## src/rtl/drive_sequencer.sv

```systemverilog
// Supervisory sequencer for the wheel-speed datapath: slew-limited base_rpm,
// start/run/stop/fault state machine, PID gating and per-wheel stall detection.
module drive_sequencer #(
    parameter int unsigned RPM_RESOLUTION = 16,
    parameter int unsigned PWM_RESOLUTION = 16,
    parameter int unsigned RAMP_STEP      = 5,
    parameter int unsigned MAX_RPM        = 200,
    parameter int unsigned STALL_DUTY     = 32768,
    parameter int unsigned STALL_RPM      = 5,
    parameter int unsigned STALL_TICKS    = 8
) (
    input  logic                      clk,
    input  logic                      reset,
    input  logic                      tick,
    input  logic                      start,
    input  logic                      stop,
    input  logic                      fault_clear,
    input  logic [RPM_RESOLUTION-1:0] target_rpm,
    input  logic [RPM_RESOLUTION-1:0] rpm_meas_l,
    input  logic [RPM_RESOLUTION-1:0] rpm_meas_r,
    input  logic [PWM_RESOLUTION-1:0] duty_cycle_l,
    input  logic [PWM_RESOLUTION-1:0] duty_cycle_r,
    output logic [RPM_RESOLUTION-1:0] base_rpm,
    output logic                      drive_enable,
    output logic                      pid_clear,
    output logic                      stall_fault,
    output logic [2:0]                state
);

    localparam int unsigned XW = RPM_RESOLUTION + 1;
    localparam int unsigned CW = $clog2(STALL_TICKS + 1);

    typedef enum logic [2:0] {
        S_IDLE      = 3'd0,
        S_RAMP_UP   = 3'd1,
        S_RUN       = 3'd2,
        S_RAMP_DOWN = 3'd3,
        S_FAULT     = 3'd4
    } state_t;

    state_t                    state_q;
    logic [CW-1:0]             cnt_l;
    logic [CW-1:0]             cnt_r;
    logic [RPM_RESOLUTION-1:0] tgt;
    logic [XW-1:0]             base_x;
    logic [XW-1:0]             tgt_x;
    logic [XW-1:0]             step_x;
    logic [XW-1:0]             up_sum;
    logic [RPM_RESOLUTION-1:0] up_next;
    logic [RPM_RESOLUTION-1:0] run_next;
    logic [RPM_RESOLUTION-1:0] down_next;
    logic                      cond_l;
    logic                      cond_r;
    logic [CW-1:0]             cnt_l_next;
    logic [CW-1:0]             cnt_r_next;
    logic                      stall_trig;

    assign state = state_q;

    // Goal clamp and slew arithmetic, one bit wider so nothing wraps
    assign tgt    = (target_rpm > RPM_RESOLUTION'(MAX_RPM)) ? RPM_RESOLUTION'(MAX_RPM) : target_rpm;
    assign base_x = XW'(base_rpm);
    assign tgt_x  = XW'(tgt);
    assign step_x = XW'(RAMP_STEP);
    assign up_sum = base_x + step_x;

    assign up_next   = (up_sum >= tgt_x) ? tgt : up_sum[RPM_RESOLUTION-1:0];
    assign down_next = (base_x <= step_x) ? '0 : RPM_RESOLUTION'(base_x - step_x);

    always_comb begin
        run_next = base_rpm;
        if (base_x < tgt_x) begin
            run_next = up_next;
        end else if (base_x > tgt_x) begin
            run_next = (base_x <= tgt_x + step_x) ? tgt : RPM_RESOLUTION'(base_x - step_x);
        end
    end

    // A wheel is stalled when driven hard but barely turning
    assign cond_l     = (duty_cycle_l >= PWM_RESOLUTION'(STALL_DUTY)) && (rpm_meas_l < RPM_RESOLUTION'(STALL_RPM));
    assign cond_r     = (duty_cycle_r >= PWM_RESOLUTION'(STALL_DUTY)) && (rpm_meas_r < RPM_RESOLUTION'(STALL_RPM));
    assign cnt_l_next = !cond_l ? '0 : (cnt_l == CW'(STALL_TICKS)) ? cnt_l : cnt_l + CW'(1);
    assign cnt_r_next = !cond_r ? '0 : (cnt_r == CW'(STALL_TICKS)) ? cnt_r : cnt_r + CW'(1);
    assign stall_trig = tick && (state_q == S_RUN) &&
                        ((cond_l && (cnt_l == CW'(STALL_TICKS - 1))) ||
                         (cond_r && (cnt_r == CW'(STALL_TICKS - 1))));

    always_ff @(posedge clk or posedge reset) begin
        if (reset) begin
            state_q      <= S_IDLE;
            base_rpm     <= '0;
            drive_enable <= 1'b0;
            pid_clear    <= 1'b0;
            stall_fault  <= 1'b0;
            cnt_l        <= '0;
            cnt_r        <= '0;
        end else begin
            pid_clear <= 1'b0;
            if (state_q != S_RUN) begin
                cnt_l <= '0;
                cnt_r <= '0;
            end
            case (state_q)
                S_IDLE: begin
                    if (start && (tgt != '0)) begin
                        state_q      <= S_RAMP_UP;
                        drive_enable <= 1'b1;
                        pid_clear    <= 1'b1;
                    end
                end
                S_RAMP_UP: begin
                    if (stop) begin
                        state_q <= S_RAMP_DOWN;
                    end else if (tick) begin
                        base_rpm <= up_next;
                        if (up_sum >= tgt_x) begin
                            state_q <= S_RUN;
                        end
                    end
                end
                S_RUN: begin
                    if (stall_trig) begin
                        state_q      <= S_FAULT;
                        stall_fault  <= 1'b1;
                        base_rpm     <= '0;
                        drive_enable <= 1'b0;
                        pid_clear    <= 1'b1;
                        cnt_l        <= '0;
                        cnt_r        <= '0;
                    end else if (stop || (tick && (tgt == '0))) begin
                        state_q <= S_RAMP_DOWN;
                        cnt_l   <= '0;
                        cnt_r   <= '0;
                    end else if (tick) begin
                        base_rpm <= run_next;
                        cnt_l    <= cnt_l_next;
                        cnt_r    <= cnt_r_next;
                    end
                end
                S_RAMP_DOWN: begin
                    if (start && !stop) begin
                        state_q <= S_RAMP_UP;
                    end else if (tick) begin
                        base_rpm <= down_next;
                        if (down_next == '0) begin
                            state_q      <= S_IDLE;
                            drive_enable <= 1'b0;
                        end
                    end
                end
                S_FAULT: begin
                    if (fault_clear) begin
                        state_q     <= S_IDLE;
                        stall_fault <= 1'b0;
                    end
                end
                default: begin
                    state_q      <= S_IDLE;
                    drive_enable <= 1'b0;
                end
            endcase
        end
    end

endmodule
```

## config.mk

```make
export PLATFORM = sky130hd
export DESIGN_NAME = drive_sequencer
export DESIGN_NICKNAME = d
export VERILOG_FILES = /design/src/rtl/drive_sequencer.sv
export SDC_FILE = /design/constraint.sdc
export NUM_CORES = 1
export LEC_CHECK = 0
export CAP_MARGIN = 10
export CORE_UTILIZATION = 55
export CTS_CLUSTER_DIAMETER = 200
export DETAILED_ROUTE_END_ITERATION = 12
export PLACE_DENSITY = 0.89
export SLEW_MARGIN = 20
export SYNTH_ARGS = -nofsm -noshare
export SYNTH_HDL_FRONTEND = slang
export SYNTH_SLANG_ARGS = --single-unit
```

## constraint.sdc

```tcl
create_clock -name clk -period 5.5 [get_ports clk]
set_clock_uncertainty 0.1 [all_clocks]
set_input_delay 1.1 -clock clk [delete_from_list [all_inputs] [get_ports clk]]
set_output_delay 1.1 -clock clk [all_outputs]
set_load 0.01 [all_outputs]
```

# After elaboration in Yosys (flattened, before gate mapping)
# Cells that the tools add are included.
# op_classes
n_reduce_logical,23
n_eq_ne,27
muxes,51
bitwise_logic,1
addsub,5
magnitude_cmp,10
# ops
cell,count
$mux 16,13
$mux 4,14
$pmux 16 s3,1
$add 16x3->17 const B,2
$ge 16x16->1 const B,2
$logic_not 16->1,2
$lt 16x3->1 const B,2
$mux 3,10
$ne 3x3->1 const B,6
$ge 17x16->1,1
$le 16x17->1,1
$gt 16x16->1,1
$gt 16x8->1 const B,1
$le 16x3->1 const B,1
$lt 16x16->1,1
$ne 2x2->1 const B,8
$reduce_bool 16->1,1
$sub 16x3->16 const B,1
$pmux 3 s5,1
$ne 6x5->1 const B,2
$logic_and 1x1->1,9
$mux 1,9
$add 4x1->4 const B,2
$eq 4x3->1 const B,2
19 further kinds,24
# word_totals
elab_cells,124
register_bits,30
inputBits,86
output_inout_bits,22

# Longest topological paths before layout
# Gate-level depths: netlist (run 1).
# depth
word_depth,11
depth_mapped,20
ltp_nobuf,19

# Least setup slack after synthesis (run 1)
# OpenSTA, ideal clock, no wires.
# synth_path
kind,input to register
startpoint,input port target_rpm[14]
endpoint,register base_rpm[7]
stages,19
slack_ps,597
required_time_ps,5268
path_buffers,1
setup_ps,132
t_arrival_ps,4671
cell_sequence,nor4_1 -> nand2_1 -> a31oi_1 -> nand2_1 -> inv_1 -> ha_1 -> inv_1 -> a21oi_1 -> nand2_1 -> xnor2_1 -> ha_1 -> nand4_1 -> nor3_1 -> o31ai_1 -> a31oi_1 -> clkbuf_1 -> nor2_1 -> a221oi_1 -> o21ai_1
# synth_via
elab_chain_cells,11
elab_cells_between_ends,23
classes_between,add/sub (1); order compare (5); eq/ne (2); mux (11); reduce/logical (4)
# synth_rtl
element,line_no,source
"start, declared",18,"input logic [RPM_RESOLUTION-1:0] target_rpm,"
$gt 16x8->1,61,assign tgt = (target_rpm > RPM_RESOLUTION'(MAX_RPM)) ? RPM_RESOLUTION'(MAX_RPM) : target_rpm;
$mux 16 (*),61,
$add 16x3->17,75,run_next = (base_x <= tgt_x + step_x) ? tgt : RPM_RESOLUTION'(base_x - step_x);
$le 16x17->1,75,
$mux 16,75,
$mux 16,74,end else if (base_x > tgt_x) begin
$mux 16,72,if (base_x < tgt_x) begin
$mux 16,134,end else if (tick) begin
$mux 16,130,end else if (stop || (tick && (tgt == '0))) begin
$mux 16,122,if (stall_trig) begin
$pmux 16 s3,103,case (state_q)
"end signal, assigned",115,base_rpm <= up_next;
"end signal, assigned",135,base_rpm <= run_next;
"end signal, assigned",144,base_rpm <= down_next;
"end, declared",23,"output logic [RPM_RESOLUTION-1:0] base_rpm,"
# Mark *: on every way between the ends. The rest lies on a longest branch, timed or not. The select of a mux whose other input is x is not followed.
# A chain may end at the register's enable or synchronous reset.

# Worst setup path after layout (run 1)
# Ends and elaborated chain as after synthesis.

==> results of run 1 <==
==> layout by cell type (no fill, tap or decap), types with 3 or more instances in the layout <==
cell type / n
a31oi_1: 7
o21ai_0: 32
a21oi_1: 34
a22oi_1: 6
nand4b_1: 3
xnor2_1: 17
a22o_1: 7
ha_1: 57
or3_1: 3
nor3b_1: 3
nor4_1: 9
nor2b_1: 7
or4_1: 5
nor2_1: 49
and3_1: 4
or2_2: 4
buf_4: 25
o21ai_1: 6
inv_1: 23
a211oi_1: 6
dfrtp_1: 30
nand4_1: 13
nand2b_1: 9
conb_1: 23
nor4b_1: 6
o211ai_1: 4
a31o_2: 6
nor3_1: 18
a21boi_0: 3
nand3_1: 21
clkbuf_8: 6
clkdlybuf4s50_1: 77
nand2_1: 45
o31ai_1: 9
xor2_1: 5
o21a_1: 3
==> cell type report <==
| class | instances | share of cell area [%] |
|---|---|---|
| Tap cell | 99 | 2.328 |
| Inverter | 24 | 1.693 |
| Clock inverter | 1 | 0.09405 |
| Clock buffer | 7 | 1.622 |
| Sequential cell | 30 | 14.11 |
| Timing Repair Buffer | 102 | 18.01 |
| Multi-Input combinational cell | 478 | 62.14 |
==> metrics by stage <==
stage          worst slack, ps  utilization, %  hold WS [ps]
4_1_cts                  288.9           72.60         439.1
5_1_grt                 -8.295           72.98         488.3
3_3_place_gp             183.3           71.35         404.0
6_report                 319.2           72.98         442.9
3_5_place_dp             8.361           71.35         426.5
2_1_floorplan            597.4               -         434.7
==> cells by family after synthesis <==
family | synth area share [%]
fa+ha+maj | 17.18
xor+xnor | 4.641
mux | 1.296
simple gates | 27.10
buf+inv | 4.912
flops | 18.08
compound gates | 26.70
other cells | 0.09033
==> power by group through the flow <==
stage,logic [W],registers [W],clock network (W)
2_1_floorplan,0.00109,0.000392,0
3_3_place_gp,0.00150,0.000449,0
3_5_place_dp,0.00156,0.000451,0
4_1_cts,0.00157,0.000448,0.000187
5_1_grt,0.00176,0.000466,0.000195
6_report,0.00161,0.000456,0.000186
==> state kept, by name, indices dropped and copies added, names as in the netlist <==
| signal | count |
|---|---|
| drive_enable | 1 |
| base_rpm | 16 |
| cnt_l | 4 |
| cnt_r | 4 |
| stall_fault | 1 |
| state | 3 |
| pid_clear | 1 |
==> final timing paths <==
check | from | slack [ps] | to
setup reg to reg | base_rpm[8] | 990 | base_rpm[7]
max in group asynchronous | reset | 3910 | cnt_l[0]
min in group asynchronous | reset | 1090 | base_rpm[11]
hold reg to reg | drive_enable | 440 | drive_enable
setup / recovery | target_rpm[14] | 320 | base_rpm[7]
hold / removal | drive_enable | 440 | drive_enable
==> worst max-delay path: cells and delay by family <==
| kind | cells | cell delay [ps] |
|---|---|---|
| xor gates and xnor gates | 1 | 130 |
| adders and majority gates | 2 | 480 |
| and+or+nand+nor | 5 | 720 |
| buffers and inverters | 5 | 980 |
| AOI/OAI and AO/OA | 9 | 1800 |
==> metal layers <==
layer,vias to the layer above,global-route usage [%],part of all wire (%)
met5,-,0,0
met4,0,17.89,4.3
met3,66,5.877,9.1
met2,292,61.61,48
met1,2253,42.02,39
li1,2224,-,-
==> results.txt, run 1 <==
----------------------------------------------------
[Outcome]
  Run status ... completed

[Timing]
  Final Hold Violating Endpoints ... 0
  Slew Limit Fails ... 0
  Period utilisation layout ... 94.20%
  Setup violators final ... 0
  FMAX ... 193.0 MHz
  Transition at the pin with the smallest max-transition slack ... 889.3 ps
  Crit path time final ... 5181 ps
  Slew HR ... 40.49%
  Sum of negative setup slack ... 0 ps

[Synthesis]
  Post-synth cell types ... 78
  Count of flip-flops with a built-in enable after synthesis ... 0
  Post-synthesis async set-or-reset flop share ... 100.0%
  Top cell type's share of synthesized area ... 18.08%
  Syn Area/Cell ... 7.774 um^2
  Most used standard cell by instance count after synthesis ... ha_1
  Top cells by count, synth ... ha_1, nor2_1, nand2_1
  Most area-hungry cell type in the Yosys netlist ... dfrtp_1
  Cell count after synthesis ... 534
  Sequential cell area fraction in the yosys report ... 18.08%
  Number of warnings printed during yosys synthesis ... 0
  Leading post-synthesis cells by cell area ... dfrtp_1, ha_1, nor2_1, a21oi_1, nand2_1
  Most used flip-flop cell after synthesis ... dfrtp_1
  Post-synth design cell area ... 4151 um^2
  Number of storage elements in the synthesis netlist ... 30

[Setup path]
  Most repeated library cell on the critical path ... nand2_1
  Crit Path Class ... primary input to flip-flop
  Endpoint class of the critical path ... flip-flop
  Highest fanout seen on the critical path ... 8
  Critical Path Source Type ... primary input
  Worst r2r path cells ... 13
  Cell-by-cell listing of the critical path ... clkdlybuf4s50_1 -> nor4_2 -> nand2_1 -> a31oi_4 -> nand2_1 -> inv_1 -> ha_1 -> inv_1 -> a21oi_1 -> nand2_1 -> xnor2_1 -> ha_1 -> a211oi_1 -> o21bai_1 -> a211oi_1 -> a31oi_1 -> buf_4 -> a31oi_4 -> buf_4 -> nor3b_1 -> a221oi_1 -> o21ai_1
  Crit path largest cell delay ... 430 ps
  Data arrival time at the worst-slack endpoint ... 5240 ps
  Worst path slowest cell ... clkdlybuf4s50_1
  Required time worst endpoint ... 5560 ps

[Route]
  Vias per Instance ... 6.525
  DRC violations left ... 0
  Wire length reported by the detailed router ... 13610 um
  Post-DRT Antenna Nets ... 0
  Number of iterations in the first detailed-routing pass ... 6
  Routed vias ... 4835
  Routed length per placed instance ... 18.37 um
  Drt first-iter violations ... 461

[Cells and area]
  Area taken by multi-input logic gates ... 3307 um^2
  Post-route design area ... 5321 um^2
  Number of standard cells in the layout, taps in and fillers out ... 741
  Fill count ... 593
  Area Growth Syn to Fin ... 28.18%
  Layout cell share with drive strength beyond 1 ... 9.502%
  Number of nets at the end of the flow ... 784
  Antenna fix cells ... 0
  Register cell area after layout ... 750.7 um^2

[Global route]
  Global-route usage over all layers ... 35.41%
  Vias in the first global route ... 4640
  First-pass GRT wire length ... 21490 um
  Maximum number of pins on one net before global-route repair ... 31
  Aggregate global routing overflow ... 0
  Number of antenna violations at the first check in global routing ... 0

[Clocking]
  Clock-pin transition on the worst setup and hold timing paths ... 70 ps
  Source-to-sink clock delay at the later pin of the worst-skew pair ... 290 ps
  Number of post-CTS setup repair buffers ... 0
  Htree depth ... 2
  CTS tree ... done
  Inserted Clock Buffers ... 5
  Root buffer cell ... clkbuf_8
  # resized after CTS ... 0
  Clk buf depth ... 2
  CTS sink cnt ... 30
  # hold bufs at CTS ... 0

[Floorplan]
  Floorplan die width ... 88.88 um
  Initial Util ... 56.93%
  Core Area ... 7292 um^2
  Count of pins on the block boundary ... 108
  Row count ... 31
  Overall die area ... 7900 um^2
  Die span in y ... 88.88 um

[Min path]
  Classification of the worst-slack hold path ... flip-flop to flip-flop
  Cells on Worst Hold Path ... 2

[Place]
  Area of placed instances ... 5202 um^2
  Final HPWL DP ... 10620 um
  Routability cong. ... 0.9853
  DP Cell Count ... 733
  Total of buffers placed on input and output ports ... 77

[Pwr]
  Clock network fraction of design power ... 8.3%
  Static leakage ... 2.204 nW
  Int Power ... 0.001098 W
  Combinational Power Share ... 71.5%
  Overall power after layout ... 0.002255 W
  Register share of total power ... 20.2%
  Worst vdd rail ir drop ... 0.2602 mV
  PwrDens ... 423.8 nW/um^2
  Switching power ... 0.001157 W
  Fraction of power spent switching nets ... 51.31%

[Run]
  Number of max-cap violations ... 0

----------------------------------------------------
(Power assumes the default switching activity.)
==> run 2: changes to the inputs <==
Settings changed: ABC_CLOCK_PERIOD_IN_PS set to 5500.
==> results of run 2 <==
The final DEF is identical to that of run 1; final timing and power are the same.
